==> src/rtl/lut_layer_sched_pkg.sv <==
// Shared types and helpers for the LUT layer scheduler: FSM state encoding,
// index-width helper, default connectivity map and tt_addr field layout.
package lut_layer_sched_pkg;

    typedef enum logic [1:0] {
        IDLE  = 2'd0,
        ISSUE = 2'd1,
        DRAIN = 2'd2,
        HOLD  = 2'd3
    } sched_state_t;

    // Upper bound on the flattened connectivity map; unused upper bits are ignored.
    localparam int MAP_MAX_W = 1024;

    // tt_addr layout: fanin bits in the low field, neuron index directly above.
    localparam int TT_BITS_LSB = 0;

    // Width of an index into n items (at least one bit).
    function automatic int nidx_w(input int n);
        return (n <= 2) ? 1 : $clog2(n);
    endfunction

    // Bit position of the neuron-index field inside tt_addr.
    function automatic int tt_idx_lsb(input int fanin);
        return TT_BITS_LSB + fanin;
    endfunction

    // Default tap: neuron n, fanin slot k reads input bit (n*FANIN+k) mod IN_WIDTH.
    function automatic int conn_default(input int n, input int k, input int fanin,
                                        input int in_width);
        return (n * fanin + k) % in_width;
    endfunction

    // Flattened default map, entry (n*FANIN+k) at bit offset (n*FANIN+k)*SEL_W.
    function automatic logic [MAP_MAX_W-1:0] conn_map_default(input int num_neurons,
                                                              input int fanin,
                                                              input int in_width);
        logic [MAP_MAX_W-1:0] m;
        int sel_w;
        int tap;
        int pos;
        m     = '0;
        sel_w = nidx_w(in_width);
        for (int n = 0; n < num_neurons; n++) begin
            for (int k = 0; k < fanin; k++) begin
                tap = conn_default(n, k, fanin, in_width);
                pos = (n * fanin + k) * sel_w;
                m   = m | (MAP_MAX_W'(unsigned'(tap)) << pos);
            end
        end
        return m;
    endfunction

endpackage

==> src/rtl/lut_fanin_gather.sv <==
// Combinational fanin gather: picks the FANIN input bits wired to neuron n
// out of the registered layer input, following the connectivity map.
module lut_fanin_gather
    import lut_layer_sched_pkg::*;
#(
    parameter int                   IN_WIDTH    = 16,
    parameter int                   NUM_NEURONS = 8,
    parameter int                   FANIN       = 6,
    parameter logic [MAP_MAX_W-1:0] CONN_MAP    = conn_map_default(NUM_NEURONS, FANIN, IN_WIDTH)
) (
    input  logic [IN_WIDTH-1:0]              in_reg,
    input  logic [nidx_w(NUM_NEURONS)-1:0]   n,
    output logic [FANIN-1:0]                 fanin_bits
);

    localparam int SEL_W  = nidx_w(IN_WIDTH);
    localparam int NIDX_W = nidx_w(NUM_NEURONS);

    logic [FANIN-1:0] taps [NUM_NEURONS];
    logic [FANIN-1:0] acc  [NUM_NEURONS+1];

    // Static wiring of every neuron's taps; a bad map entry stops elaboration.
    for (genvar g_n = 0; g_n < NUM_NEURONS; g_n++) begin : g_neuron
        for (genvar g_k = 0; g_k < FANIN; g_k++) begin : g_tap
            localparam int              POS = (g_n * FANIN + g_k) * SEL_W;
            localparam logic [SEL_W-1:0] TAP = CONN_MAP[POS +: SEL_W];
            if (int'(TAP) >= IN_WIDTH) begin : g_bad_tap
                $error("CONN_MAP entry for neuron %0d slot %0d is out of range", g_n, g_k);
            end
            assign taps[g_n][g_k] = in_reg[TAP];
        end
    end

    // AND-OR mux over neurons keeps the select free of out-of-range indices.
    assign acc[0] = '0;
    for (genvar g_n = 0; g_n < NUM_NEURONS; g_n++) begin : g_sel
        assign acc[g_n+1] = acc[g_n] | ((n == NIDX_W'(g_n)) ? taps[g_n] : '0);
    end

    assign fanin_bits = acc[NUM_NEURONS];

endmodule

==> src/rtl/lut_layer_scheduler.sv <==
// Time-multiplexes one shared truth-table memory across all neurons of a
// LogicNets layer: accept a vector, issue one lookup per neuron, collect the
// 1-bit responses through a latency tracker, then hold the layer output.
module lut_layer_scheduler
    import lut_layer_sched_pkg::*;
#(
    parameter int                   IN_WIDTH    = 16,
    parameter int                   NUM_NEURONS = 8,
    parameter int                   FANIN       = 6,
    parameter int                   TT_LATENCY  = 1,
    parameter logic [MAP_MAX_W-1:0] CONN_MAP    = conn_map_default(NUM_NEURONS, FANIN, IN_WIDTH)
) (
    input  logic                                   clk,
    input  logic                                   rst,
    input  logic                                   in_valid,
    output logic                                   in_ready,
    input  logic [IN_WIDTH-1:0]                    in_data,
    output logic                                   tt_en,
    output logic [nidx_w(NUM_NEURONS)+FANIN-1:0]   tt_addr,
    input  logic                                   tt_data,
    output logic                                   out_valid,
    input  logic                                   out_ready,
    output logic [NUM_NEURONS-1:0]                 out_data,
    output logic                                   busy
);

    localparam int                NIDX_W   = nidx_w(NUM_NEURONS);
    localparam int                IDX_LSB  = tt_idx_lsb(FANIN);
    localparam logic [NIDX_W-1:0] LAST_IDX = NIDX_W'(NUM_NEURONS - 1);

    if (NUM_NEURONS < 2) begin : g_bad_neurons
        $error("NUM_NEURONS must be at least 2");
    end
    if (TT_LATENCY < 1 || TT_LATENCY > 4) begin : g_bad_latency
        $error("TT_LATENCY must be in 1..4");
    end
    if (NUM_NEURONS * FANIN * nidx_w(IN_WIDTH) > MAP_MAX_W) begin : g_bad_map
        $error("CONN_MAP does not fit in MAP_MAX_W bits");
    end

    sched_state_t                    state;
    sched_state_t                    state_nxt;
    logic [NIDX_W-1:0]               n_cnt;
    logic                            last_issue;
    logic [IN_WIDTH-1:0]             in_reg;
    logic [FANIN-1:0]                fanin_bits;
    logic [NUM_NEURONS-1:0]          out_reg;
    logic [TT_LATENCY-1:0]              trk_vld;
    logic [TT_LATENCY-1:0][NIDX_W-1:0]  trk_idx;
    logic [TT_LATENCY-1:0]              trk_vld_shift;
    logic [TT_LATENCY-1:0][NIDX_W-1:0]  trk_idx_shift;
    logic                            resp_vld;
    logic [NIDX_W-1:0]               resp_idx;
    logic                            last_resp;

    assign last_issue = (n_cnt == LAST_IDX);
    assign resp_vld   = trk_vld[TT_LATENCY-1];
    assign resp_idx   = trk_idx[TT_LATENCY-1];
    assign last_resp  = resp_vld && (resp_idx == LAST_IDX);

    lut_fanin_gather #(
        .IN_WIDTH    (IN_WIDTH),
        .NUM_NEURONS (NUM_NEURONS),
        .FANIN       (FANIN),
        .CONN_MAP    (CONN_MAP)
    ) u_gather (
        .in_reg     (in_reg),
        .n          (n_cnt),
        .fanin_bits (fanin_bits)
    );

    // State register.
    always_ff @(posedge clk) begin
        // NOTE: sequential state uses non-blocking assignments so every flop samples pre-edge values.
        if (rst) state <= IDLE;
        else     state <= state_nxt;
    end

    // Next-state logic: accept, issue all neurons, wait for the last response, hold.
    always_comb begin
        state_nxt = state;
        unique case (state)
            IDLE:    if (in_valid && in_ready) state_nxt = ISSUE;
            ISSUE:   if (last_issue)           state_nxt = DRAIN;
            DRAIN:   if (last_resp)            state_nxt = HOLD;
            HOLD:    if (out_ready)            state_nxt = IDLE;
            default:                           state_nxt = IDLE;
        endcase
    end

    // Output decode from the current state.
    always_comb begin
        // NOTE: every output gets a default first so no path through the block infers a latch.
        in_ready  = 1'b0;
        tt_en     = 1'b0;
        tt_addr   = '0;
        out_valid = 1'b0;
        out_data  = out_reg;
        busy      = (state != IDLE);
        unique case (state)
            IDLE:  in_ready = !rst;
            ISSUE: begin
                tt_en                           = 1'b1;
                tt_addr[TT_BITS_LSB +: FANIN]   = fanin_bits;
                tt_addr[IDX_LSB +: NIDX_W]      = n_cnt;
            end
            HOLD:  out_valid = 1'b1;
            default: ;
        endcase
    end

    // Neuron issue counter: advances once per ISSUE cycle, returns to 0 after the last neuron.
    always_ff @(posedge clk) begin
        if (rst) n_cnt <= '0;
        else     n_cnt <= (state == ISSUE && !last_issue) ? n_cnt + 1'b1 : '0;
    end

    // Input vector register, loaded only on the input handshake.
    always_ff @(posedge clk) begin
        if (rst)                        in_reg <= '0;
        else if (in_valid && in_ready)  in_reg <= in_data;
    end

    // Tracker shift: stage 0 takes this cycle's issue, deeper stages age by one.
    assign trk_vld_shift[0] = tt_en;
    assign trk_idx_shift[0] = n_cnt;
    for (genvar g_s = 1; g_s < TT_LATENCY; g_s++) begin : g_trk
        assign trk_vld_shift[g_s] = trk_vld[g_s-1];
        assign trk_idx_shift[g_s] = trk_idx[g_s-1];
    end

    // Response tracker: (valid, idx) pairs aligned with the memory read latency.
    always_ff @(posedge clk) begin
        // NOTE: the tracker is cleared on reset because a stale valid bit would capture a late response.
        if (rst) begin
            trk_vld <= '0;
            trk_idx <= '0;
        end else begin
            trk_vld <= trk_vld_shift;
            trk_idx <= trk_idx_shift;
        end
    end

    // Output collection: tt_data lands in the neuron's bit only when its tracked entry emerges.
    always_ff @(posedge clk) begin
        if (rst)           out_reg <= '0;
        else if (resp_vld) out_reg[resp_idx] <= tt_data;
    end

endmodule

==> config.mk <==
export PLATFORM = sky130hd
export DESIGN_NAME = lut_layer_scheduler
export DESIGN_NICKNAME = d
export VERILOG_FILES = /design/src/rtl/lut_layer_sched_pkg.sv /design/src/rtl/lut_fanin_gather.sv /design/src/rtl/lut_layer_scheduler.sv
export SDC_FILE = /design/constraint.sdc
export NUM_CORES = 1
export LEC_CHECK = 0
export CAP_MARGIN = 20
export CORE_AREA = 2 2 73 75
export CTS_CLUSTER_DIAMETER = 120
export DETAILED_ROUTE_END_ITERATION = 10
export DIE_AREA = 0 0 75 77
export GPL_ROUTABILITY_DRIVEN = 0
export PLACE_DENSITY = 0.62
export REMOVE_ABC_BUFFERS = 1
export SLEW_MARGIN = 20
export SYNTH_ARGS = -nofsm -noshare
export SYNTH_HDL_FRONTEND = slang
export SYNTH_SLANG_ARGS = --single-unit
==> constraint.sdc <==
create_clock -name clk -period 2.3 [get_ports clk]
set_clock_uncertainty 0.05 [all_clocks]
set_input_delay 0.345 -clock clk [delete_from_list [all_inputs] [get_ports clk]]
set_output_delay 0.345 -clock clk [all_outputs]
set_load 0.02 [all_outputs]
After elaboration in Yosys (flattened, before gate mapping) --
Cells that the tools add are included.
Operators by class: reductions and logical operators 11, order comparisons 2, add/sub/neg operators 1, bitwise operators 8, eq/ne operators 15, muxes and demuxes 20
Operators by type and width (number):
- two-way mux 6 bit | 8
- bitwise OR 6 bit | 7
- == test 3 bit, second input constant | 5
- two-way mux 9 bit | 1
- bitwise mux 8 bit | 1
- two-way mux 2 bit | 4
- != test 2 bit, second input constant | 4
- case mux 2 bit (4 select lines) | 1
- == test 3 x 2 -> 1 bit, second input constant | 2
- == test 2 bit, second input constant | 2
- logical AND 1 bit | 4
- < comparator 3 x 4 -> 1 bit, second input constant | 1
- two-way mux 1 bit | 4
- AND reduction 4 bit | 1
- adder 3 x 1 -> 3 bit, second input constant | 1
- demux 1 bit (select 3 bit) | 1
- == test 3 x 1 -> 1 bit, second input constant | 1
- >= comparator 3 x 1 -> 1 bit, second input constant | 1
- logical NOT 3 bit | 1
- == test 2 x 1 -> 1 bit, second input constant | 1
- logical NOT 1 bit | 2
- logical NOT 2 bit | 1
- nonzero test 2 bit | 1
- OR reduction 2 bit | 1
- inverter 1 bit | 1
Word-level totals: input port bits 21, output and inout bits 21, flip-flop bits (word level) 33

Logic depth before layout (Yosys ltp) --
depth in word-level cells 10, depth in mapped cells 8

Hierarchy --
From an unflattened synthesis, not the netlist that was laid out.
Second synthesis, totals: cells, all modules 176, area total of the unflattened synthesis 1759.2 um2
By module, submodules not included:
- lut_layer_scheduler | times used 1, area an instance 1438.9 um2, seq. area each 660.6 um2, cells each 155
- lut_fanin_gather | times used 1, area an instance 320.3 um2, seq. area each 0.0 um2, cells each 21

Worst setup path after synthesis --
Ideal clock, no wire load.
path type register to output, from register n_cnt[2], to output port tt_addr[1], path slack 0.276 ns, cell stages (with the launch flop) 7, arrival 1.629 ns, buffers on the path 2, cells stage by stage dfxtp_1 clkbuf_1 buf_2 inv_1 ha_1 a222oi_1 a31oi_1
Between the ends: longest elaborated chain between the ends 10, elaborated cells between the ends (all ways) 24, classes of those cells 7 x eq/ne; 9 x mux; 7 x bitwise; 1 x reduce/logical
RTL lines:
- start: declaration | RTL line lut_layer_scheduler.sv:43 | logic [NIDX_W-1:0] n_cnt;
- start signal: assignment | RTL line lut_layer_scheduler.sv:115 | else n_cnt <= (state == ISSUE && !last_issue) ? n_cnt + 1'b1 : '0;
- == test 3 x 1 -> 1 bit or logical NOT 3 bit (tied branches) | RTL line lut_fanin_gather.sv:37 | assign acc[g_n+1] = acc[g_n] | ((n == NIDX_W'(g_n)) ? taps[g_n] : '0);
- two-way mux 6 bit | RTL line lut_fanin_gather.sv:37
- bitwise OR 6 bit (6 in a row) | RTL line lut_fanin_gather.sv:37
- bitwise OR 6 bit (*) | RTL line lut_fanin_gather.sv:37
- two-way mux 9 bit (*) | RTL line lut_layer_scheduler.sv:100 | unique case (state)
- end: declaration | RTL line lut_layer_scheduler.sv:19 | output logic [nidx_w(NUM_NEURONS)+FANIN-1:0] tt_addr,
Every way passes the cells marked *; elsewhere a longest branch is shown, timed or not.

Worst setup path in the final report --
from register n_cnt[0], to output port tt_addr[1]
Same word-level chain as after synthesis.

==> results.yml <==
critical_path:
  path_buf_inv: 2
  cp_slowest_cell: "dfxtp_2"
  r2r_start: "n_cnt[0]$_SDFF_PP0_"
  slowest_delay_ps: 340
  endpoint_kind: "primary output"
  rr_worst_depth: 6
  cp_top_family: "buffers and inverters"
  path_class: "register to primary output"
  arrival_ps: 1850
  path_max_fanout: 9
  required_ps: 1900
  worst_setup_path_start_kind: "register"
  timing.critical_path.from: "n_cnt[0]$_SDFF_PP0_"
  path_depth: 6
  path_cells: "inv_1, ha_2, a222oi_1, mux2_2, a31oi_1, clkdlybuf4s15_2"
timing:
  worst_pin_slew_ps: 569
  final-hold-violation-count: 0
  grt_setup_unrepaired: "true"
  setup_violations: 0
  fmax_mhz: 445
  max-slew-margin-rel: 0.620
  slew_viol_final: 0
  period_minus_slack_ps: 2250
  fin_crit_sh: 0.978
  worst_slack_ps: 51.7
yosys:
  yosysWarnings: 0
  synth_area_mm2: 0.00171
  ys_seq_area_frac: 0.387
  synth_edf_count: 0
  synth_ff_type: "dfxtp_1"
  syn_area_per_cell_um2: 8.48
  netlist_instances: 201
  yosysUniqueCellTypes: 31
  ys_ff_latch: 33
  synthArstFlopShare: 0
outcome:
  status: "finished clean"
floorplanning:
  fp.dieH_um: 77
  die_area_mm2: 0.00578
  rows: 26
  core_mm2: 0.00498
  die_w_um: 75
  ioPinCount: 42
  initial_core_util: 0.343
route:
  drtPass1Iterations: 7
  vias_per_cell: 4.89
  antenna_left: 0
  drc: 0
  vias: 1560
  drt_iter0_markers: 134
  wl_mm: 3.98
  routedWlPerCell_um: 12.5
layout:
  fin_nets: 280
  final_cell_mix: "32 x clkdlybuf4s50_1, 31 x dfxtp_1, 26 x nand2_1, 19 x nor2_1"
  stdcell_area_mm2: 0.00231
  layout.cells.non_filler: 319
  antennaDiodeCount: 0
  drive_gt1_frac: 0.149
  largest_register_ffs: 16
  layout_commonest_cell: "clkdlybuf4s50_1"
  area_delta_synth_final_pct: 35.7
hold_path:
  holdPathStages: 1
  holdCritStartpoint: "n_cnt[0]$_SDFF_PP0_"
  hold_class: "register to register"
placement:
  placed_area_mm2: 0.00223
  io_buffers: 41
  place_inst: 311
  place_ws_ps: -78.0
  hpwlAfterDp_mm: 2.77
clock_tree:
  cts_tree: "built"
  cts_buffer_depth: 2
  clk_pin_slew_ps: 70
  root_buffer: "clkbuf_8"
  ctsHoldBuffers: 0
  cts_setup_buffers: 0
  insertion_delay_ps: 280
  cts_buffers: 5
  cts_sinks: 33
  h-tree-depth: 2
power_and_ir_drop:
  p_leak_uw: 0.000862
  peakVddDrop_v: 0.000577
  p_per_area_mw_per_mm2: 766
grt:
  grtUsageTotal: 0.147
  antenna_found_initial: 0
  grt_max_degree: 33
  first_global_vias: 1416
  overflow: 0
  grt_pass1_wl_mm: 6.76
run:
  max_cap_violations: 0
[final timing paths]
kind	slack [ps]	to
max reg2reg	360	state[0]$_SDFFE_PP0P_
min reg2reg	380	n_cnt[0]$_SDFF_PP0_
max	50	tt_addr[1]
min	380	n_cnt[0]$_SDFF_PP0_
[report_power, final]
group / leakage [uW] / internal, uW / switching, uW / total, uW
clock: 0.0000385 / 214 / 202 / 416
combinational: 0.000553 / 288 / 322 / 610
sequential: 0.000270 / 658 / 88.0 / 746
total: 0.000862 / 1160 / 613 / 1770
[worst reg2reg max path, cell delays in order (launching register included)]
cell and delay (ps):
dfxtp_2 350, ha_1 190, ha_2 290, inv_2 70, a222oi_1 560, a21oi_1 120, a211oi_1 230
[what timing repair did]
item	CTS	global route
endpoints found under the setup margin	8	7
pin swaps	0	3
resized for setup	25	12
[metal layers]
layer  GRT usage  share of wire  vias up
met5           0              0        -
met4      0.0482          0.014        0
met3      0.0355          0.062        5
met2       0.210           0.42       57
met1       0.216           0.50      696
li1            -              -      802
[logic make-up after synthesis]
| group | share of synthesized area |
|---|---|
| simple gates | 0.230 |
| buf+inv | 0.0521 |
| fa+ha+maj | 0.0807 |
| compound gates | 0.170 |
| flops | 0.387 |
| mux | 0.0800 |
[final cells by class]
type	instances	area [um2]
Tap cell	70	87.6
Sequential cell	33	663
Multi-Input combinational cell	147	970
Clock buffer	7	76.3
Inverter	9	33.8
Clock inverter	1	7.51
Timing Repair Buffer	52	475
Fill cell	500	2660
[cell usage after synthesis (all sizes together), types with 2 or more instances]
cell type	n	area share
a31oi	5	0.018
o21ai	18	0.053
nand4b	2	0.010
clkbuf	9	0.020
mux2	5	0.033
dfxtp	33	0.39
nand2	26	0.057
inv	8	0.018
a222oi	11	0.065
nand2b	18	0.066
nor3b	2	0.0088
nor3	2	0.0059
nor2	19	0.042
mux2i	8	0.047
ha	11	0.081
and2	2	0.0073
nand3	7	0.021
buf	3	0.012
a21oi	3	0.0088
[metrics by stage]
step | utilization | TNS, ps | total power [uW] | hold WS [ps]
finish | 0.465 | 0 | 1770 | 382
global route | 0.465 | -86.0 | 1890 | 408
CTS | 0.468 | 0 | 1790 | 387
detailed placement | 0.448 | -234 | 1360 | 409
global placement | 0.448 | -181 | 1370 | 402
floorplan | - | 0 | 1100 | 362
Note: power is estimated with default switching activity, not from simulation.
